===== src/rtl/stream_framer_pkg.sv =====
// Purpose: shared types and helpers for the sample stream framer.
// Latency: n/a (types and constant functions only).
// Backpressure: n/a.
package stream_framer_pkg;

   typedef enum logic {
      S_IDLE,
      S_RUN
   } framer_state_t;

   // Marker fields of one FIFO entry. The sample data (TDATA_WIDTH bits) is
   // appended below these fields in the packed FIFO word, so the entry stays
   // generic in the data width: {first, last, data}.
   typedef struct packed {
      logic first;
      logic last;
   } fifo_entry_t;

   // Byte-rounded output width for a given sample width.
   function automatic int tdata_width(input int w);
      return 8 * ((w + 7) / 8);
   endfunction

endpackage


===== src/rtl/sync_fifo_fwft_n.sv =====
// Purpose: generic synchronous FIFO with registered storage and occupancy output.
// Latency: a word written at edge n is readable on rd_data after that edge; no input-to-output bypass.
// Backpressure: writes while full are discarded; reads while empty are ignored.
// Ports: clk/rst (sync, active high); wr_en/wr_data/full; rd_en/rd_data/empty; level = occupancy.
module sync_fifo_fwft_n #(
   parameter int WIDTH = 8,
   parameter int DEPTH = 16,
   localparam int AW = $clog2(DEPTH),
   localparam int LW = $clog2(DEPTH + 1)
) (
   input  logic             clk,
   input  logic             rst,
   input  logic             wr_en,
   input  logic [WIDTH-1:0] wr_data,
   output logic             full,
   input  logic             rd_en,
   output logic [WIDTH-1:0] rd_data,
   output logic             empty,
   output logic [LW-1:0]    level
);

   logic [WIDTH-1:0] mem [DEPTH];
   logic [AW:0]      wr_ptr;
   logic [AW:0]      rd_ptr;
   logic             push;
   logic             pop;

   // Pointers carry one extra wrap bit: equal -> empty, only the wrap bit differs -> full.
   assign empty = (wr_ptr == rd_ptr);
   assign full  = (wr_ptr[AW] != rd_ptr[AW]) && (wr_ptr[AW-1:0] == rd_ptr[AW-1:0]);
   assign push  = wr_en && !full;
   assign pop   = rd_en && !empty;

   // Masked while empty so the outputs read as zero instead of stale storage.
   assign rd_data = empty ? '0 : mem[rd_ptr[AW-1:0]];

   always_ff @(posedge clk) begin
      if (push) begin
         mem[wr_ptr[AW-1:0]] <= wr_data;
      end
   end

   always_ff @(posedge clk) begin
      if (rst) begin
         wr_ptr <= '0;
         rd_ptr <= '0;
         level  <= '0;
      end else begin
         if (push) wr_ptr <= wr_ptr + 1'b1;
         if (pop)  rd_ptr <= rd_ptr + 1'b1;
         case ({push, pop})
            2'b10:   level <= level + 1'b1;
            2'b01:   level <= level - 1'b1;
            default: level <= level;
         endcase
      end
   end

endmodule


===== src/rtl/sample_stream_framer.sv =====
// Purpose: packs a free-running sample stream into AXI-Stream frames of FRAME_LEN samples.
// Latency: a sample written at cycle n appears on m_axis_* at n+1 when the FIFO was empty.
// Backpressure: never stalls the source; samples arriving with the FIFO full are dropped and flagged.
// Ports: clk, rst (sync, active high); enable (sampled at frame boundaries); s_data/s_valid source;
//        m_axis_tdata/tvalid/tready/tlast/tuser output stream; overflow (sticky); frame_count; fifo_level.
module sample_stream_framer
   import stream_framer_pkg::*;
#(
   parameter int DATA_WIDTH = 16,
   parameter int FRAME_LEN  = 256,
   parameter int FIFO_DEPTH = 16,
   localparam int TDATA_WIDTH = tdata_width(DATA_WIDTH),
   localparam int LEVEL_W     = $clog2(FIFO_DEPTH + 1)
) (
   input  logic                   clk,
   input  logic                   rst,
   input  logic                   enable,
   input  logic [DATA_WIDTH-1:0]  s_data,
   input  logic                   s_valid,
   output logic [TDATA_WIDTH-1:0] m_axis_tdata,
   output logic                   m_axis_tvalid,
   input  logic                   m_axis_tready,
   output logic                   m_axis_tlast,
   output logic                   m_axis_tuser,
   output logic                   overflow,
   output logic [31:0]            frame_count,
   output logic [LEVEL_W-1:0]     fifo_level
);

   localparam int IDX_W = $clog2(FRAME_LEN);
   localparam logic [IDX_W-1:0] LAST_IDX = IDX_W'(FRAME_LEN - 1);

   framer_state_t          state, state_nxt;
   logic [IDX_W-1:0]       idx, idx_nxt;
   logic                   wr_en;
   fifo_entry_t            wr_tag;
   fifo_entry_t            rd_tag;
   logic [TDATA_WIDTH-1:0] sext;
   logic [TDATA_WIDTH-1:0] rd_dat;
   logic                   fifo_full;
   logic                   fifo_empty;
   logic                   out_fire;

   assign sext = TDATA_WIDTH'($signed(s_data));

   always_ff @(posedge clk) begin
      if (rst) begin
         state <= S_IDLE;
         idx   <= '0;
      end else begin
         state <= state_nxt;
         idx   <= idx_nxt;
      end
   end

   // idx counts source samples, not accepted ones: a dropped sample still
   // consumes its slot so frames stay aligned to source time.
   always_comb begin
      state_nxt = state;
      idx_nxt   = idx;
      wr_en     = 1'b0;
      wr_tag    = '0;
      case (state)
         S_IDLE: begin
            if (s_valid && enable) begin
               wr_en        = 1'b1;
               wr_tag.first = 1'b1;
               idx_nxt      = IDX_W'(1);
               state_nxt    = S_RUN;
            end
         end
         S_RUN: begin
            if (s_valid) begin
               wr_en        = 1'b1;
               wr_tag.first = (idx == '0);
               if (idx == LAST_IDX) begin
                  wr_tag.last = 1'b1;
                  idx_nxt     = '0;
                  // Only the frame boundary decides whether another frame follows.
                  if (!enable) state_nxt = S_IDLE;
               end else begin
                  idx_nxt = idx + IDX_W'(1);
               end
            end
         end
         default: state_nxt = S_IDLE;
      endcase
   end

   sync_fifo_fwft_n #(
      .WIDTH (TDATA_WIDTH + 2),
      .DEPTH (FIFO_DEPTH)
   ) u_fifo (
      .clk     (clk),
      .rst     (rst),
      .wr_en   (wr_en),
      .wr_data ({wr_tag, sext}),
      .full    (fifo_full),
      .rd_en   (m_axis_tready),
      .rd_data ({rd_tag, rd_dat}),
      .empty   (fifo_empty),
      .level   (fifo_level)
   );

   assign m_axis_tvalid = !fifo_empty;
   assign m_axis_tdata  = rd_dat;
   assign m_axis_tlast  = rd_tag.last;
   assign m_axis_tuser  = rd_tag.first;
   assign out_fire      = m_axis_tvalid && m_axis_tready;

   always_ff @(posedge clk) begin
      if (rst) begin
         overflow    <= 1'b0;
         frame_count <= '0;
      end else begin
         // Full is judged before any same-cycle pop, so the drop stands even if a slot frees up.
         if (wr_en && fifo_full) overflow <= 1'b1;
         if (out_fire && m_axis_tlast) frame_count <= frame_count + 32'd1;
      end
   end

endmodule


===== config.mk =====
export PLATFORM = sky130hd
export DESIGN_NAME = sample_stream_framer
export DESIGN_NICKNAME = d
export VERILOG_FILES = /design/src/rtl/stream_framer_pkg.sv /design/src/rtl/sync_fifo_fwft_n.sv /design/src/rtl/sample_stream_framer.sv
export SDC_FILE = /design/constraint.sdc
export NUM_CORES = 1
export LEC_CHECK = 0
export BUFFER_PORTS_ARGS = -buffer_cell sky130_fd_sc_hd__buf_2
export CORE_ASPECT_RATIO = 1.4
export CORE_MARGIN = 4
export CORE_UTILIZATION = 55
export DETAILED_ROUTE_END_ITERATION = 7
export PLACE_DENSITY = 0.74
export SETUP_SLACK_MARGIN = 0.15
export SLEW_MARGIN = 5
export SYNTH_ARGS = -nofsm -noshare
export SYNTH_HDL_FRONTEND = slang
export SYNTH_SLANG_ARGS = --single-unit

===== constraint.sdc =====
create_clock -name clk -period 4.2 [get_ports clk]
set_clock_uncertainty 0.1 [all_clocks]
set_input_delay 0.84 -clock clk [delete_from_list [all_inputs] [get_ports clk]]
set_output_delay 0.84 -clock clk [all_outputs]
set_load 0.02 [all_outputs]

==> results of run 1 <==
-- metrics by stage --
stage | setup WS [ps] | instance area (um2) | hold WS, ps | std cells
global route | 339 | 16200 | 408 | 1276
detailed placement | 684 | 15200 | 380 | 1220
floorplan | 293 | 14300 | 362 | 843
finish | 484 | 16200 | 382 | 1276
global placement | 686 | 15200 | 363 | 1220
CTS | 427 | 16200 | 396 | 1276
-- synthesized netlist by cell type, types with 2 or more instances --
cell / count
a31oi_1: 2
clkbuf_1: 30
o21ai_0: 6
nand2_1: 26
o21a_1: 2
or4_1: 20
o211ai_1: 3
dfxtp_1: 61
mux2i_1: 5
nand3_1: 15
a22oi_1: 3
nor2b_1: 30
nand3b_1: 2
mux4_2: 89
o31ai_1: 20
and4_1: 2
o2111ai_1: 2
buf_6: 2
buf_1: 6
nand4_1: 18
a311oi_1: 2
mux2_2: 3
and3_1: 15
a21boi_0: 2
inv_1: 14
nor3_1: 10
or3_1: 6
xnor2_1: 6
mux2_1: 7
ha_1: 12
a21oi_1: 33
nor4_1: 15
or3b_2: 2
o21ai_1: 6
xor2_1: 10
buf_2: 10
edfxtp_1: 288
and2_1: 4
nor2_1: 41
buf_4: 2
-- layout make-up --
type                       count  area (um2)  share of cell area
sequential                   349        9870               0.610
tap                          319         399              0.0246
timing repair buffer         108         656              0.0405
inverter                      14        52.6             0.00324
clock buffer                  46         937              0.0579
multi-input combinational    430        4210               0.260
clock inverter                10        75.1             0.00463
-- sequential cells by signal, indices dropped and copies added (netlist names), named ones only --
name           cells
idx                8
state              1
overflow           1
u_fifo.wr_ptr      5
u_fifo.rd_ptr      5
u_fifo.mem       288
u_fifo.level       5
frame_count       32
-- logic make-up after synthesis --
logic type               count (synthesis)
adder cells (fa/ha/maj)                 12
XOR/XNOR                                16
AO/OA/AOI/OAI                           88
flip-flops                             349
AND/OR/NAND/NOR                        209
buffers and inverters                   64
multiplexers                           105
-- tightest hold or removal path: stages, from the launching register on --
cell,delay (ps)
dfxtp_1,330
a31oi_1,40
nor2_1,80
-- power by group --
part,switching (W),total (W),internal (W)
clock network,0.00118,0.00280,0.00162
registers,0.0000576,0.00384,0.00379
logic,0.000513,0.000935,0.000422
-- routing by layer --
metal / wire length, um / vias up / global-route usage
met5: 12 / - / 0
met4: 730 / 2 / 0.0615
met3: 2020 / 47 / 0.0387
met2: 15600 / 281 / 0.369
met1: 11600 / 4010 / 0.279
li1: - / 3578 / -
-- worst max-delay path by stage --
| stage | end | slack, ps | start |
|---|---|---|---|
| after floorplan | u_fifo.level[4]$_SDFFE_PP0P_ | 290 | s_valid |
| after global placement | u_fifo.level[4]$_SDFFE_PP0P_ | 690 | s_valid |
| after detailed placement | u_fifo.level[4]$_SDFFE_PP0P_ | 680 | s_valid |
| after CTS | m_axis_tdata[0] | 430 | flip-flop |
| after global routing | m_axis_tdata[0] | 340 | flip-flop |
| final | m_axis_tdata[0] | 480 | flip-flop |
==> summary.txt, run 1 <==
Run status
  • Run status: finished clean

Critical path
  • Most frequent CP cell: mux4_2
  • CP startpoint kind: flip-flop
  • Critical path class: reg -> out
  • Critical Path AT: 2780 ps
  • Critical Path Fanout Max: 15
  • Reg2reg setup slack: 870 ps
  • Crit path depth: 5
  • Critical path, cell by cell: buf_4 > mux4_2 > mux4_2 > nor2b_1 > buf_2
  • Reg2reg path depth: 12
  • Req. time, crit path: 3260 ps
  • Reg-to-reg endpoint: u_fifo.level[4]$_SDFFE_PP0P_
  • CP max stage cell: mux4_2
  • Largest delay share family, worst path: multiplexers
  • Worst path bufs/invs: 2
  • Kind of end point of the critical path: output port
  • Crit-path max cell delay: 570 ps
  • Reg-to-reg startpoint: u_fifo.wr_ptr[2]$_SDFFE_PP0P_

Clock tree
  • CTS Buffer Depth: 3
  • Clock root buffer: clkbuf_16
  • Worst-path clk slew: 60 ps
  • Clock sink total: 349
  • Post_cts resized: 0
  • Skew-Pair Late Insertion Delay: 490 ps
  • H-Tree Depth: 2
  • CTS tree: yes
  • Setup bufs post-CTS: 0
  • Cts hold-fix bufs: 0
  • CTS Buf Count: 34

Logic synthesis
  • Main synth FF type: edfxtp_1
  • Mean post-synth cell area: 17.0 um2
  • Number of synthesized flops with an enable pin: 288
  • Seq cells post-synth: 349
  • Synth Warn #: 0
  • Compound-cell area share of the yosys netlist: 0.0390
  • Area share of and/or/nand/nor cells after synthesis: 0.0804
  • Portion of netlist area occupied by mux cells: 0.152
  • Sequential element share of the synthesized area: 0.689
  • Post-synth top area share: 0.604
  • Ys async rst share: 0
  • Synth area leader: edfxtp_1
  • Netlist cell types: 51
  • Syn_nets: 876
  • Adder-cell area share of the yosys netlist: 0.0105
  • Area of the mapped netlist: 14,300 um2
  • Synth Area in XOR/XNOR: 0.00978
  • Synth area leaders: edfxtp_1 (60%), mux4_2 (14%), dfxtp_1 (8.5%), nor2b_1 (1.3%), a21oi_1 (1.2%)
  • Mapped Cells: 843
  • Largest family of logic cells by synthesized area: multiplexers

Finish
  • Most frequent cells in the layout: edfxtp_1 (288), mux4_2 (89), buf_2 (77)
  • Commonest non-fill, non-tap cell in the layout: edfxtp_1
  • Layout Nets: 970
  • Syn-to-layout area delta: 13.1%
  • Layout fillers: 1,823
  • Layout cells sized above 1: 0.263
  • Diode count: 0
  • Core Util, Final: 0.634

Min path
  • Hold Path Depth: 2
  • Hold Crit Start: overflow$_SDFFE_PP0P_
  • Hold Path Class: reg -> reg
  • Hold EP: overflow$_SDFFE_PP0P_

Global routing
  • Gr usage total: 0.214
  • Initial antenna violation count: 1
  • Vias in the first global route: 8,009
  • Pin count of the biggest net entering global routing: 71
  • Total grt overflow: 0
  • First-pass GRT wire length: 46,200 um

Die
  • Top-level I/O count: 78
  • Core area: 25,600 um2
  • Die height: 199 um
  • Die Wd: 144 um
  • Die Footprint: 28,700 um2
  • Initial Util: 0.561
  • FP Rows: 69

STA
  • Minimum clock period: 3720 ps
  • Worst slew margin: 0.208
  • RSZ-0062 raised after global routing: false
  • Final Cycle Share: 0.885
  • Worst-margin pin slew: 1180 ps
  • Slew Viols, Final: 0
  • Final Hold Vio Count: 0
  • Finish-stage setup viols: 0
  • Fmax achieved: 269 MHz
  • Setup TNS: 0 ps

Placed design
  • RePlAce Congestion: 0.832
  • HPWL Detailed: 16,800 um
  • Port Buffers: 77

Routing
  • DR vias: 7,918
  • Vias per cell: 6.21
  • Post-Route WL: 30,000 um
  • First-pass DRT Iterations: 5
  • Drt wl/cell: 23.5 um
  • Initial DRC count: 618
  • DRC: 0
  • ANT nets after route: 0

Pwr
  • Max IR drop VDD: 326 uV
  • Final Power: 0.00758 W
  • Leak pwr: 5.26 nW
  • Cell Pwr Density: 468 nW/um2

Job
  • Max_cap viols: 0
Power figures use the tool's default switching activity.
==> run 2, diff against run 1 <==
CORE_UTILIZATION = 45   (was 55)
PLACE_DENSITY = 0.63   (was 0.74)
==> summary.txt, run 2 (synthesis results as in run 1) <==
Placed design
  • Worst slack, placed: 675 ps
  • RePlAce Congestion: 0.781
  • Area after DPL: 15,300 um2
  • Port Buffers: 77
  • HPWL Detailed: 17,600 um

Clock tree
  • CTS Buf Count: 34
  • Skew-Pair Late Insertion Delay: 510 ps
  • H-Tree Depth: 2
  • Setup bufs post-CTS: 0
  • Post_cts resized: 0
  • Clock root buffer: clkbuf_16
  • Clock sink total: 349
  • Worst-path clk slew: 60 ps
  • CTS Buffer Depth: 3
  • Cts hold-fix bufs: 0
  • CTS tree: yes

Die
  • FP Rows: 77
  • Die Wd: 159 um
  • Core area: 31,500 um2
  • Die height: 219 um
  • Top-level I/O count: 78
  • Initial Util: 0.455
  • Die Footprint: 34,800 um2

Routing
  • DRC: 0
  • Vias per cell: 5.81
  • Drt wl/cell: 22.5 um
  • ANT nets after route: 0
  • DR vias: 7,898
  • Post-Route WL: 30,600 um
  • Initial DRC count: 596
  • First-pass DRT Iterations: 7

Global routing
  • Pin count of the biggest net entering global routing: 58
  • First-pass GRT wire length: 47,700 um
  • Initial antenna violation count: 1
  • Total grt overflow: 0
  • Vias in the first global route: 8,128
  • Gr usage total: 0.178

Pwr
  • Sequential Power Share: 0.493
  • Sw power: 0.00181 W
  • Final Power: 0.00784 W
  • Combinational share of power: 0.116
  • Clk pwr share: 0.391
  • Max IR drop VDD: 275 uV
  • Internal power: 0.00603 W
  • Switch share: 0.231
  • Leak pwr: 5.33 nW
  • Cell Pwr Density: 477 nW/um2

STA
  • Worst-margin pin slew: 986 ps
  • RSZ-0062 raised after global routing: false
  • Finish-stage setup viols: 0
  • Worst setup margin: 386 ps
  • Final Hold Vio Count: 0
  • Minimum clock period: 3810 ps
  • Slew Viols, Final: 0
  • Final Cycle Share: 0.908
  • Setup TNS: 0 ps
  • Fmax achieved: 262 MHz
  • Worst slew margin: 0.340

Critical path
  • Most frequent CP cell: mux4_2
  • CP max stage cell: dfxtp_4
  • Crit-path max cell delay: 660 ps
  • Critical path, cell by cell: buf_12 > mux4_2 > mux4_2 > nor2b_1 > buf_2
  • Kind of end point of the critical path: output port
  • Req. time, crit path: 3260 ps
  • Largest delay share family, worst path: multiplexers
  • Critical Path Fanout Max: 29
  • Critical path class: reg -> out
  • Critical Path AT: 2870 ps
  • Worst path bufs/invs: 2
  • CP startpoint kind: flip-flop

Job
  • Max_cap viols: 0

Finish
  • Syn-to-layout area delta: 14.6%
  • Post-layout instance area: 16,400 um2
  • Commonest non-fill, non-tap cell in the layout: edfxtp_1
  • Most frequent cells in the layout: edfxtp_1 (288), mux4_2 (89), buf_2 (77)
  • Max reg flops: 288
  • Layout fillers: 2,536
  • Layout Nets: 972
  • Layout cells sized above 1: 0.272

Min path
  • Hold Path Class: reg -> reg

Run status
  • Run status: finished clean
run 2: layout make-up:
cell class                      instances  area (um2)  share of cell area
Tap cell                              395         494              0.0301
Multi-Input combinational cell        430        4210               0.256
Antenna cell                            1        2.50            0.000152
Sequential cell                       349        9880               0.601
Clock inverter                         21         229              0.0139
Inverter                               14        52.6             0.00320
Timing Repair Buffer                  110         671              0.0408
Clock buffer                           39         891              0.0542
run 2: routing by layer:
layer	vias to the layer above	part of all wire	global-route usage
met5	-	0	0
met4	0	0.023	0.0524
met3	46	0.060	0.0379
met2	207	0.53	0.322
met1	4060	0.39	0.217
li1	3585	-	-
run 2: worst reg2reg max path: stages (launching register included):
cell and delay [ps]:
dfxtp_1 520, xnor2_1 190, nand4_1 320, o21ai_2 260, inv_1 80, ha_1 300
xor2_1 180, ha_1 220, o21a_1 180, o22a_1 190, a21oi_1 170, mux2i_1 230
mux2_2 350
run 2: final timing paths:
kind / startpoint / slack, ps / cells after the start / endpoint
setup / recovery: flip-flop / 390 / 5 / m_axis_tdata[7]
hold / removal: u_fifo.wr_ptr[4]$_SDFFE_PP0P_ / 390 / 2 / u_fifo.wr_ptr[4]$_SDFFE_PP0P_
setup reg to reg: u_fifo.wr_ptr[2]$_SDFFE_PP0P_ / 820 / 12 / u_fifo.level[4]$_SDFFE_PP0P_
hold reg to reg: u_fifo.wr_ptr[4]$_SDFFE_PP0P_ / 390 / 2 / u_fifo.wr_ptr[4]$_SDFFE_PP0P_
run 2: power by group through the flow:
stage	clock (W)	combinational (W)	sequential, W
final	0.00307	0.000913	0.00386
after global placement	0	0.000923	0.00394
after global routing	0.00330	0.000998	0.00387
after CTS	0.00315	0.000932	0.00387
after floorplan	0	0.000685	0.00390
after detailed placement	0	0.000929	0.00394
run 2: metrics by stage:
stage	utilization	std cells	hold slack, ps
after detailed placement	0.486	1298	387
after global placement	0.486	1298	372
after global routing	0.521	1358	429
final	0.521	1359	395
after CTS	0.521	1358	397
after floorplan	-	843	362
==> run 3, diff against run 2 <==
RECOVER_POWER = 25   (was default)
==> summary.txt, run 3 (synthesis results as in run 1) <==
Finish
  • Layout Nets: 972
  • Layout fillers: 2,534
  • Core Util, Final: 0.521
  • Post-layout instance area: 16,400 um2
  • Layout cells sized above 1: 0.258
  • Max reg flops: 288
  • Commonest non-fill, non-tap cell in the layout: edfxtp_1
  • Most frequent cells in the layout: edfxtp_1 (288), mux4_2 (89), buf_2 (63)
  • Syn-to-layout area delta: 14.5%

Clock tree
  • Worst-path clk slew: 60 ps
  • H-Tree Depth: 2
  • CTS tree: yes
  • CTS Buffer Depth: 3
  • Clock root buffer: clkbuf_16
  • CTS Buf Count: 34
  • Setup bufs post-CTS: 0
  • Post_cts resized: 0
  • Clock sink total: 349
  • Skew-Pair Late Insertion Delay: 510 ps
  • Cts hold-fix bufs: 0

Pwr
  • Leak pwr: 5.29 nW
  • Final Power: 0.00784 W
  • Internal power: 0.00603 W
  • Cell Pwr Density: 478 nW/um2
  • Switch share: 0.231
  • Clk pwr share: 0.391
  • Sequential Power Share: 0.493
  • Combinational share of power: 0.116
  • Max IR drop VDD: 276 uV
  • Sw power: 0.00181 W

Global routing
  • Gr usage total: 0.178
  • Pin count of the biggest net entering global routing: 58
  • Total grt overflow: 0
  • Initial antenna violation count: 1
  • First-pass GRT wire length: 47,700 um
  • Vias in the first global route: 8,128

Critical path
  • Worst path bufs/invs: 2
  • Critical path, cell by cell: buf_12 > mux4_2 > mux4_2 > nor2b_1 > buf_2
  • CP max stage cell: dfxtp_4
  • Critical Path Fanout Max: 29
  • Most frequent CP cell: mux4_2
  • Kind of end point of the critical path: output port
  • Crit-path max cell delay: 660 ps
  • CP startpoint kind: flip-flop
  • Req. time, crit path: 3260 ps
  • Critical Path AT: 2880 ps
  • Reg-to-reg startpoint: u_fifo.wr_ptr[2]$_SDFFE_PP0P_
  • Critical path class: reg -> out
  • Largest delay share family, worst path: multiplexers

Job
  • Max_cap viols: 0

Placed design
  • Area after DPL: 15,300 um2
  • Port Buffers: 77
  • RePlAce Congestion: 0.781
  • HPWL Detailed: 17,600 um

Routing
  • DR vias: 7,881
  • Vias per cell: 5.80
  • First-pass DRT Iterations: 5
  • Post-Route WL: 30,600 um
  • Drt wl/cell: 22.5 um
  • DRC: 0
  • ANT nets after route: 0
  • Initial DRC count: 547

STA
  • Final Hold Vio Count: 0
  • Final Cycle Share: 0.909
  • Fmax achieved: 262 MHz
  • Worst-margin pin slew: 989 ps
  • Minimum clock period: 3820 ps
  • RSZ-0062 raised after global routing: false
  • Finish-stage setup viols: 0
  • Slew Viols, Final: 0
  • Worst slew margin: 0.338
  • Setup TNS: 0 ps

Die
  • Initial Util: 0.455
  • Die Footprint: 34,800 um2
  • Top-level I/O count: 78
  • Die height: 219 um
  • Die Wd: 159 um
  • FP Rows: 77
  • Core area: 31,500 um2

Run status
  • Run status: finished clean

Min path
  • Hold Crit Start: u_fifo.wr_ptr[4]$_SDFFE_PP0P_
  • Hold Path Class: reg -> reg
## run 3: changes by cell type in the layout (fill, tap and decap cells not counted), sizes merged
| cell | previous run | this run |
|---|---|---|
| clkbuf | 39 | 53 |
| buf | 110 | 96 |
## run 3: worst paths after layout
check             slack (ps)                             to  cells past startpoint
hold / removal           390  u_fifo.wr_ptr[4]$_SDFFE_PP0P_                      2
setup / recovery         380                m_axis_tdata[7]                      5
setup reg to reg         830   u_fifo.level[4]$_SDFFE_PP0P_                     12
hold reg to reg          390  u_fifo.wr_ptr[4]$_SDFFE_PP0P_                      2
## run 3: per-layer routing
| layer | routed length, um | vias up | global-route usage |
|---|---|---|---|
| met1 | 12000 | 4050 | 0.217 |
| met4 | 701 | 0 | 0.0524 |
| met3 | 1750 | 46 | 0.0379 |
| met5 | 0 | - | 0 |
| met2 | 16200 | 200 | 0.322 |
| li1 | - | 3585 | - |
## run 3: area by class of cell
cell class / count / area [um2] / share of cell area
flip-flops and latches: 349 / 9880 / 0.602
multi-input cells: 430 / 4210 / 0.256
clock buffers: 39 / 891 / 0.0543
repair buffers: 110 / 653 / 0.0398
well taps: 395 / 494 / 0.0301
clock inverters: 21 / 229 / 0.0140
inverters: 14 / 52.6 / 0.00320
diodes: 1 / 2.50 / 0.000153
## run 3: power by group through the flow
stage	Clock, W	Combinational (W)	Sequential [W]
2_1_floorplan	0	0.000685	0.00390
3_3_place_gp	0	0.000923	0.00394
3_5_place_dp	0	0.000929	0.00394
4_1_cts	0.00315	0.000932	0.00387
5_1_grt	0.00330	0.000996	0.00387
6_report	0.00307	0.000911	0.00386
## run 3: through the flow
| step | hold WS [ps] | worst slack, ps | cells |
|---|---|---|---|
| detailed placement | 387 | 675 | 1298 |
| finish | 395 | 380 | 1359 |
| floorplan | 362 | 293 | 843 |
| CTS | 397 | 321 | 1358 |
| global route | 429 | 206 | 1358 |
| global placement | 372 | 714 | 1298 |
## run 3: tightest hold or removal path: stages (launching register included)
cell and delay (ps):
dfxtp_1 320, o21ai_0 70, a21oi_1 60
